==> config.mk <==
export PLATFORM = sky130hd
export DESIGN_NAME = wordle_guess_entry
export DESIGN_NICKNAME = d
export VERILOG_FILES = /design/src/rtl/wordle_guess_entry.sv
export SDC_FILE = /design/constraint.sdc
export NUM_CORES = 1
export LEC_CHECK = 0
export CAP_MARGIN = 0
export CORE_ASPECT_RATIO = 1.75
export CORE_MARGIN = 5
export CORE_UTILIZATION = 50
export CTS_CLUSTER_DIAMETER = 150
export CTS_CLUSTER_SIZE = 10
export DETAILED_ROUTE_END_ITERATION = 6
export HOLD_SLACK_MARGIN = 0.05
export PLACE_DENSITY = 0.86
export SLEW_MARGIN = 15
export SYNTH_ARGS = -nofsm -noshare
export SYNTH_HDL_FRONTEND = slang
export SYNTH_SLANG_ARGS = --single-unit
==> constraint.sdc <==
create_clock -name Clk -period 2.8 [get_ports Clk]
set_input_delay 0.56 -clock Clk [delete_from_list [all_inputs] [get_ports Clk]]
set_output_delay 0.56 -clock Clk [all_outputs]
set_load 0.02 [all_outputs]
==> src/rtl/wordle_guess_entry.sv <==
// Guess composer: buttons edit a five-letter ASCII buffer, and submit streams it out as C/curr_letter strobes.
// All outputs are registered. Defining WORDLE_AUTOSUBMIT_EN makes the fifth placed letter start the burst.
module wordle_guess_entry #(
  parameter int STROBE_GAP = 0
) (
  input  logic        Clk,
  input  logic        reset,
  input  logic        enable,
  input  logic        BtnU,
  input  logic        BtnD,
  input  logic        BtnR,
  input  logic        BtnL,
  input  logic        BtnC,
  output logic [7:0]  sel_letter,
  output logic [2:0]  cursor,
  output logic [39:0] guess_buf,
  output logic [7:0]  curr_letter,
  output logic        C,
  output logic        busy
);

  typedef enum logic [1:0] {ST_EDIT, ST_SEND, ST_GAP} state_t;

  localparam logic [7:0]  SPACE    = 8'h20;
  localparam logic [7:0]  LET_A    = 8'h41;
  localparam logic [7:0]  LET_Z    = 8'h5A;
  localparam logic [39:0] BLANK    = {5{SPACE}};
  localparam logic [3:0]  GAP_LAST = 4'((STROBE_GAP > 0) ? (STROBE_GAP - 1) : 0);

  state_t          state_q, state_d;
  logic [7:0]      sel_q, sel_d;
  logic [2:0]      cur_q, cur_d;
  logic [0:4][7:0] slots_q, slots_d;
  logic [7:0]      letter_q, letter_d;
  logic            c_q, c_d;
  logic [2:0]      idx_q, idx_d;
  logic [3:0]      gap_q, gap_d;

  always_ff @(posedge Clk or posedge reset) begin
    if (reset) begin
      state_q  <= ST_EDIT;
      sel_q    <= LET_A;
      cur_q    <= 3'd0;
      slots_q  <= BLANK;
      letter_q <= 8'h00;
      c_q      <= 1'b0;
      idx_q    <= 3'd0;
      gap_q    <= 4'd0;
    end else begin
      state_q  <= state_d;
      sel_q    <= sel_d;
      cur_q    <= cur_d;
      slots_q  <= slots_d;
      letter_q <= letter_d;
      c_q      <= c_d;
      idx_q    <= idx_d;
      gap_q    <= gap_d;
    end
  end

  always_comb begin
    state_d  = state_q;
    sel_d    = sel_q;
    cur_d    = cur_q;
    slots_d  = slots_q;
    letter_d = letter_q;
    c_d      = 1'b0;
    idx_d    = idx_q;
    gap_d    = gap_q;
    case (state_q)
      ST_EDIT: begin
        if (enable) begin
          if (BtnC) begin
            if (cur_q == 3'd5) begin
              idx_d   = 3'd0;
              state_d = ST_SEND;
            end
          end else if (BtnL) begin
            if (cur_q != 3'd0) begin
              cur_d                  = cur_q - 3'd1;
              slots_d[cur_q - 3'd1]  = SPACE;
            end
          end else if (BtnR) begin
            if (cur_q < 3'd5) begin
              slots_d[cur_q] = sel_q;
              cur_d          = cur_q + 3'd1;
`ifdef WORDLE_AUTOSUBMIT_EN
              if (cur_q == 3'd4) begin
                idx_d   = 3'd0;
                state_d = ST_SEND;
              end
`endif
            end
          end else if (BtnU && !BtnD) begin
            sel_d = (sel_q == LET_Z) ? LET_A : sel_q + 8'd1;
          end else if (BtnD && !BtnU) begin
            sel_d = (sel_q == LET_A) ? LET_Z : sel_q - 8'd1;
          end
        end
      end
      ST_SEND: begin
        if (!enable) begin
          slots_d = BLANK;
          cur_d   = 3'd0;
          idx_d   = 3'd0;
          gap_d   = 4'd0;
          state_d = ST_EDIT;
        end else begin
          c_d      = 1'b1;
          letter_d = slots_q[idx_q];
          if (idx_q == 3'd4) begin
            // Last letter out: the buffer is freed for the next guess, selection kept.
            slots_d = BLANK;
            cur_d   = 3'd0;
            idx_d   = 3'd0;
            state_d = ST_EDIT;
          end else begin
            idx_d = idx_q + 3'd1;
            if (STROBE_GAP > 0) begin
              gap_d   = 4'd0;
              state_d = ST_GAP;
            end
          end
        end
      end
      ST_GAP: begin
        if (!enable) begin
          slots_d = BLANK;
          cur_d   = 3'd0;
          idx_d   = 3'd0;
          gap_d   = 4'd0;
          state_d = ST_EDIT;
        end else if (gap_q == GAP_LAST) begin
          gap_d   = 4'd0;
          state_d = ST_SEND;
        end else begin
          gap_d = gap_q + 4'd1;
        end
      end
      default: state_d = ST_EDIT;
    endcase
  end

  assign sel_letter  = sel_q;
  assign cursor      = cur_q;
  assign guess_buf   = slots_q;
  assign curr_letter = letter_q;
  assign C           = c_q;
  assign busy        = (state_q != ST_EDIT);

endmodule

==> results of run 1 <==
## sequential cells by signal (all words and copies together), names as in the netlist
name and flops:
guess_buf 40, curr_letter 8, sel_letter 8, cursor 3
idx_q 3, C 1, state_q 1
## cell type report
| cell class | count | area (sq um) |
|---|---|---|
| clock buffer | 11 | 243 |
| clock inverter | 5 | 56.3 |
| fill | 594 | 2580 |
| inverter | 17 | 63.8 |
| multi-input combinational | 310 | 2110 |
| sequential | 64 | 1610 |
| tap | 88 | 110 |
| timing repair buffer | 87 | 848 |
## per-layer routing
metal  vias up  global-route usage [%]  part of all wire [%]
met3        51                    3.76                   6.2
met5         -                       0                     0
met2       191                    45.0                    53
met4         0                    17.3                   4.5
li1       1720                       -                     -
met1      1871                    27.5                    36
## cells in the final DEF, fill, tap and decap left out, types with 4 or more instances in the layout
| cell | netlist | layout |
|---|---|---|
| o21ai_0 | 34 | 34 |
| clkdlybuf4s50_1 | 0 | 68 |
| inv_1 | 16 | 15 |
| mux4_2 | 8 | 8 |
| a221oi_1 | 8 | 8 |
| a21oi_1 | 13 | 12 |
| and3_1 | 4 | 4 |
| or2_2 | 4 | 4 |
| clkbuf_16 | 0 | 9 |
| nand2b_1 | 4 | 4 |
| a221o_1 | 4 | 4 |
| or3_1 | 4 | 4 |
| ha_1 | 11 | 11 |
| buf_4 | 1 | 17 |
| a22oi_1 | 34 | 34 |
| dfrtp_1 | 57 | 57 |
| dfstp_2 | 7 | 7 |
| o2111ai_1 | 4 | 4 |
| o21ai_1 | 17 | 17 |
| nand3_1 | 11 | 11 |
| o22a_1 | 4 | 4 |
| nor3_1 | 8 | 8 |
| nor2_1 | 30 | 30 |
| nand2_1 | 47 | 47 |
| o31a_1 | 5 | 5 |
## cell families (layout without fill, tap and decap cells)
kind of cell / count (synthesis) / in the layout
compound gates: 147 / 147
simple gates: 140 / 140
flops: 64 / 64
buf+inv: 46 / 120
fa+ha+maj: 11 / 11
mux: 11 / 11
xor+xnor: 1 / 1
## through the flow
stage,instances,instance area (sq um),setup slack (ns),utilization [%],power (W)
4_1_cts,582,5040,0.448,66.1,0.00570
3_3_place_gp,566,4740,0.213,62.2,0.00449
6_report,582,5040,0.445,66.1,0.00571
5_1_grt,582,5040,0.351,66.1,0.00601
3_5_place_dp,566,4740,0.168,62.2,0.00456
2_1_floorplan,420,3910,0.474,-,0.00332
## power by group
part / switching (W) / internal (W) / leakage, nW
registers: 0.000656 / 0.00134 / 0.820
logic: 0.00137 / 0.00121 / 1.00
clock network: 0.000418 / 0.000711 / 0.145
## path summary, 6_finish.rpt
kind	depth (start not counted)	start	end
setup / recovery	1	sel_letter[4]$_DFFE_PP0P_	sel_letter[4]
hold / removal	2	curr_letter[3]$_DFFE_PP0P_	curr_letter[3]$_DFFE_PP0P_
setup reg to reg	4	sel_letter[6]$_DFFE_PP1P_	sel_letter[3]$_DFFE_PP0P_
hold reg to reg	2	curr_letter[3]$_DFFE_PP0P_	curr_letter[3]$_DFFE_PP0P_
max in group asynchronous	3	reset	guess_buf[21]$_DFFE_PP1P_
min in group asynchronous	3	reset	guess_buf[34]$_DFFE_PP0P_
==> impl_results.md, run 1 <==
* Outcome: finished clean
* EDFF count, synth at 0
* Global route overflow at 0
* CTS tree: built
* Startpoint Class: flop
* Lkg Pwr at 1.97 nW
* Post_cts resized at 0
* Clk_skew at 0.00569 ns
* Largest net degree at the start of global routing at 65
* Simple-gate share of the synthesized area at 19.2%
* Critical Path RT at 2.24 ns
* Dpl hpwl at 8630 um
* Bufs and invs on worst path at 1
* Core area at 7620 sq um
* XOR/XNOR Fraction of Synth Area at 0.224%
* CP Class: flop to output pin
* Most common cell in the synthesized netlist: dfrtp_1
* Fin crit share at 84.1%
* Top delay family on crit path: flip-flops
* Synth top area share at 36.5%
* Worst-skew pair later-pin latency at 0.34 ns
* DR DRC count at 0
* Mapped Nets at 439
* Final WL at 12,100 um
* CP Capture Type: output pin
* Achievable frequency at 425 MHz
* Area growth from synthesis to final layout at 28.9%
* CP peak stage delay at 0.73 ns
* Reg2Reg Setup Slack at 0.70 ns
* Nets at 508
* Commonest cells post-synth: dfrtp_1 (57), nand2_1 (47), a22oi_1 (34), o21ai_0 (34), nor2_1 (30)
* Port bufs at 68
* Tightest Pin Transition at 0.644 ns
* CTS Buffer Depth at 2
* Final Hold Vio Count at 0
* Drt first-iter violations at 383
* CP cell instances: clkdlybuf4s50_1
* Max-slew headroom at 57.0%
* Htree depth at 3
* CP arrival at 1.80 ns
* Tmin final at 2.36 ns
* Ys Warns at 0
* DIE AREA at 9750 sq um
* IO Count at 69
* Total CTS buffers at 9
* Vias in the first global route at 3,908
* CTS sink count at 64
* Layout cells sized above 1 at 13.6%
* Post-synthesis sequential area ratio at 41.2%
* Root Buffer: clkbuf_16
* Synth Cell Area at 3910 sq um
* Clk pin slew, worst setup/hold paths at 0.05 ns
* Compound-Gate Fraction of Synth Area at 25.4%
* Worst Hold Class: flop to flop
* Main combinational cell family by area after synthesis: compound AO/OA/AOI/OAI gates
* Slew Viols, Final at 0
* Final Setup Violations at 0
* Post-synthesis mux area share at 5.38%
* Slowest stage cell, crit path: dfrtp_1
* Setup_tns at 0 ns
* Die Height at 127 um
* Routed vias/inst at 6.59
* GP Congestion at 0.964
* First-pass GRT wire length at 19,900 um
* Flops & latches, synth at 64
* Synthesized area per cell at 9.30 sq um
* Adder-Cell Fraction of Synth Area at 3.52%
* Antenna violations before repair at 0
* PwrDens at 1130 nW/um^2
* Mapped Cells at 420
* Detailed-router iteration count before antenna repair at 5
* CP Max Fanout at 17
* Max capacitance violation total at 0
* CTS Hold Buffers Added at 0
* Post-CTS setup buffers at 0
* Gr usage total at 25.5%
* Antenna viol nets, final at 0
* Total number of vias at 3,833
* Initial Utilization at 51.3%
* Synth Flop Type: dfrtp_1
* Mean routed wirelength per cell at 20.8 um
* Synth area leaders: dfrtp_1 (37%), a22oi_1 (6.5%), dfstp_2 (4.7%)
* Worst Hold Slack at 0.506 ns
* N_diodes at 0
* Worst IR Drop VDD at 0.000519 V
* RSZ-0062 raised after global routing: false
* Yosys cell types at 62
* Cell taking the most area after synthesis: dfrtp_1
* Rows at 42
* Die W at 76.8 um
* Synth async-reset ratio at 100%
(Power assumes the default switching activity.)
==> run 2: changes to the inputs <==
==> constraint.sdc (replaced) <==
create_clock -name Clk -period 2.45 [get_ports Clk]
set_input_delay 0.49 -clock Clk [delete_from_list [all_inputs] [get_ports Clk]]
set_output_delay 0.49 -clock Clk [all_outputs]
set_load 0.02 [all_outputs]
==> impl_results.md, run 2 (synthesis results as in run 1) <==
* Root Buffer: clkbuf_16
* Final core utilization at 67.6% (+1.4 points)
* Vias in the first global route at 3,944 (+0.92%)
* RR Startpoint: sel_letter[0]$_DFFE_PP1P_
* IO Count at 69 (unchanged)
* Clk_skew at 0.00654 ns (+0.000859 ns)
* CTS sink count at 64 (unchanged)
* Initial Utilization at 51.3% (unchanged)
* CP cell instances: clkdlybuf4s50_1
* Area growth from synthesis to final layout at 31.7%
* Post-DP Area at 4850 sq um (+2.3%)
* Worst Hold Slack at 0.507 ns (+0.00114 ns)
* Fin crit share at 93.3%
* CP Max Fanout at 17 (unchanged)
* Setup_tns at 0 ns (unchanged)
* Final WL at 12,500 um (+3.2%)
* Post_cts resized at 0 (unchanged)
* CP arrival at 1.80 ns (about the same)
* Worst Hold Class: flop to flop
* RSZ-0062 raised after global routing: false
* Final instance area at 5150 sq um (+2.2%)
* Setup ws final at 0.164 ns (-0.281 ns)
* Final Setup Violations at 0 (unchanged)
* CTS tree: built
* Final Hold Vio Count at 0 (unchanged)
* Nets at 521 (+2.6%)
* Max FFs per register at 40 (unchanged)
* Outcome: finished clean
* Tmin final at 2.29 ns
* Antenna violations before repair at 0 (unchanged)
* Drt first-iter violations at 446 (+16%)
* Post-CTS setup buffers at 0 (unchanged)
* Max-slew headroom at 33.9% (-23 points)
* N_diodes at 0 (unchanged)
* CP Class: flop to output pin
* GP Congestion at 0.946 (-1.9%)
* Largest net degree at the start of global routing at 35 (-46%)
* Detailed-router iteration count before antenna repair at 7 (+2)
* Rows at 42 (unchanged)
* Htree depth at 3 (unchanged)
* Die W at 76.8 um (unchanged)
* Max capacitance violation total at 0 (unchanged)
* CP peak stage delay at 0.73 ns (about the same)
* CTS Buffer Depth at 2 (unchanged)
* Antenna viol nets, final at 0 (unchanged)
* Startpoint Class: flop
* CTS Hold Buffers Added at 0 (unchanged)
* Lkg Pwr at 2.04 nW (+3.4%)
* Mean routed wirelength per cell at 21.0 um (+0.96%)
* Tightest Pin Transition at 0.984 ns (+0.340 ns)
* Routed vias/inst at 6.60 (+0.16%)
* Clk pin slew, worst setup/hold paths at 0.05 ns (about the same)
* Achievable frequency at 437 MHz
* Top delay family on crit path: flip-flops
* Core area at 7620 sq um (unchanged)
* Layout cells sized above 1 at 15.8% (+2.2 points)
* Port bufs at 68 (unchanged)
* CP Capture Type: output pin
* Bufs and invs on worst path at 1 (unchanged)
* Total number of vias at 3,925 (+2.4%)
* Post-Place Worst Slack at 0.00672 ns (-0.162 ns)
* Most frequent cells in the layout: clkdlybuf4s50_1 (68), dfrtp_1 (57), nand2_1 (47), o21ai_0 (34), a22oi_1 (34)
* Commonest non-fill, non-tap cell in the layout: clkdlybuf4s50_1
* DR DRC count at 0 (unchanged)
* Worst setup path start: sel_letter[4]$_DFFE_PP0P_
* First-pass GRT wire length at 20,200 um (+1.8%)
* Worst IR Drop VDD at 0.000511 V (-1.6%)
* Critical Path RT at 1.96 ns (-0.28 ns)
* PwrDens at 1280 nW/um^2 (+13%)
* Slew Viols, Final at 0 (unchanged)
* DIE AREA at 9750 sq um (unchanged)
* Total CTS buffers at 9 (unchanged)
* Global route overflow at 0 (unchanged)
* Slowest stage cell, crit path: dfrtp_1
* Die Height at 127 um (unchanged)
* Hold path start: curr_letter[7]$_DFFE_PP0P_
* Gr usage total at 26.2% (+0.68 points)
* Dpl hpwl at 9110 um (+5.6%)
* Worst-skew pair later-pin latency at 0.33 ns (about the same)
-- run 2: cell count changes in the layout (fill, tap and decap cells not counted), sizes merged --
cell	previous run	this run
buf	19	32
-- run 2: report_power, final --
group / switching [W] / internal [W] / leakage (nW)
clock: 0.000462 / 0.000812 / 0.145
sequential: 0.000627 / 0.00153 / 0.820
combinational: 0.00173 / 0.00144 / 1.07
-- run 2: per-stage QoR --
stage	std cells	total power [W]
after global routing	595	0.00692
final	595	0.00659
after global placement	579	0.00521
after detailed placement	579	0.00529
after floorplan	420	0.00379
after CTS	595	0.00659
-- run 2: final timing paths --
path	to	slack, ns	cells past startpoint
worst max-delay path	sel_letter[4]	0.16	1
worst min-delay path	curr_letter[7]$_DFFE_PP0P_	0.51	2
worst max register to register	sel_letter[3]$_DFFE_PP0P_	0.43	5
worst min register to register	curr_letter[7]$_DFFE_PP0P_	0.51	2
max in group asynchronous	guess_buf[37]$_DFFE_PP1P_	1.34	3
min in group asynchronous	curr_letter[0]$_DFFE_PP0P_	0.52	2
-- run 2: per-layer routing --
layer	wire length (um)	track usage [%]
met5	0	0
met4	524	15.2
met3	817	4.75
met2	6820	46.5
met1	4350	28.6
-- run 2: area by class of cell --
| class | count | area, sq um |
|---|---|---|
| multi-input combinational | 310 | 2110 |
| inverter | 17 | 63.8 |
| sequential | 64 | 1610 |
| clock inverter | 5 | 56.3 |
| fill | 610 | 2470 |
| clock buffer | 11 | 243 |
| tap | 88 | 110 |
| timing repair buffer | 100 | 958 |
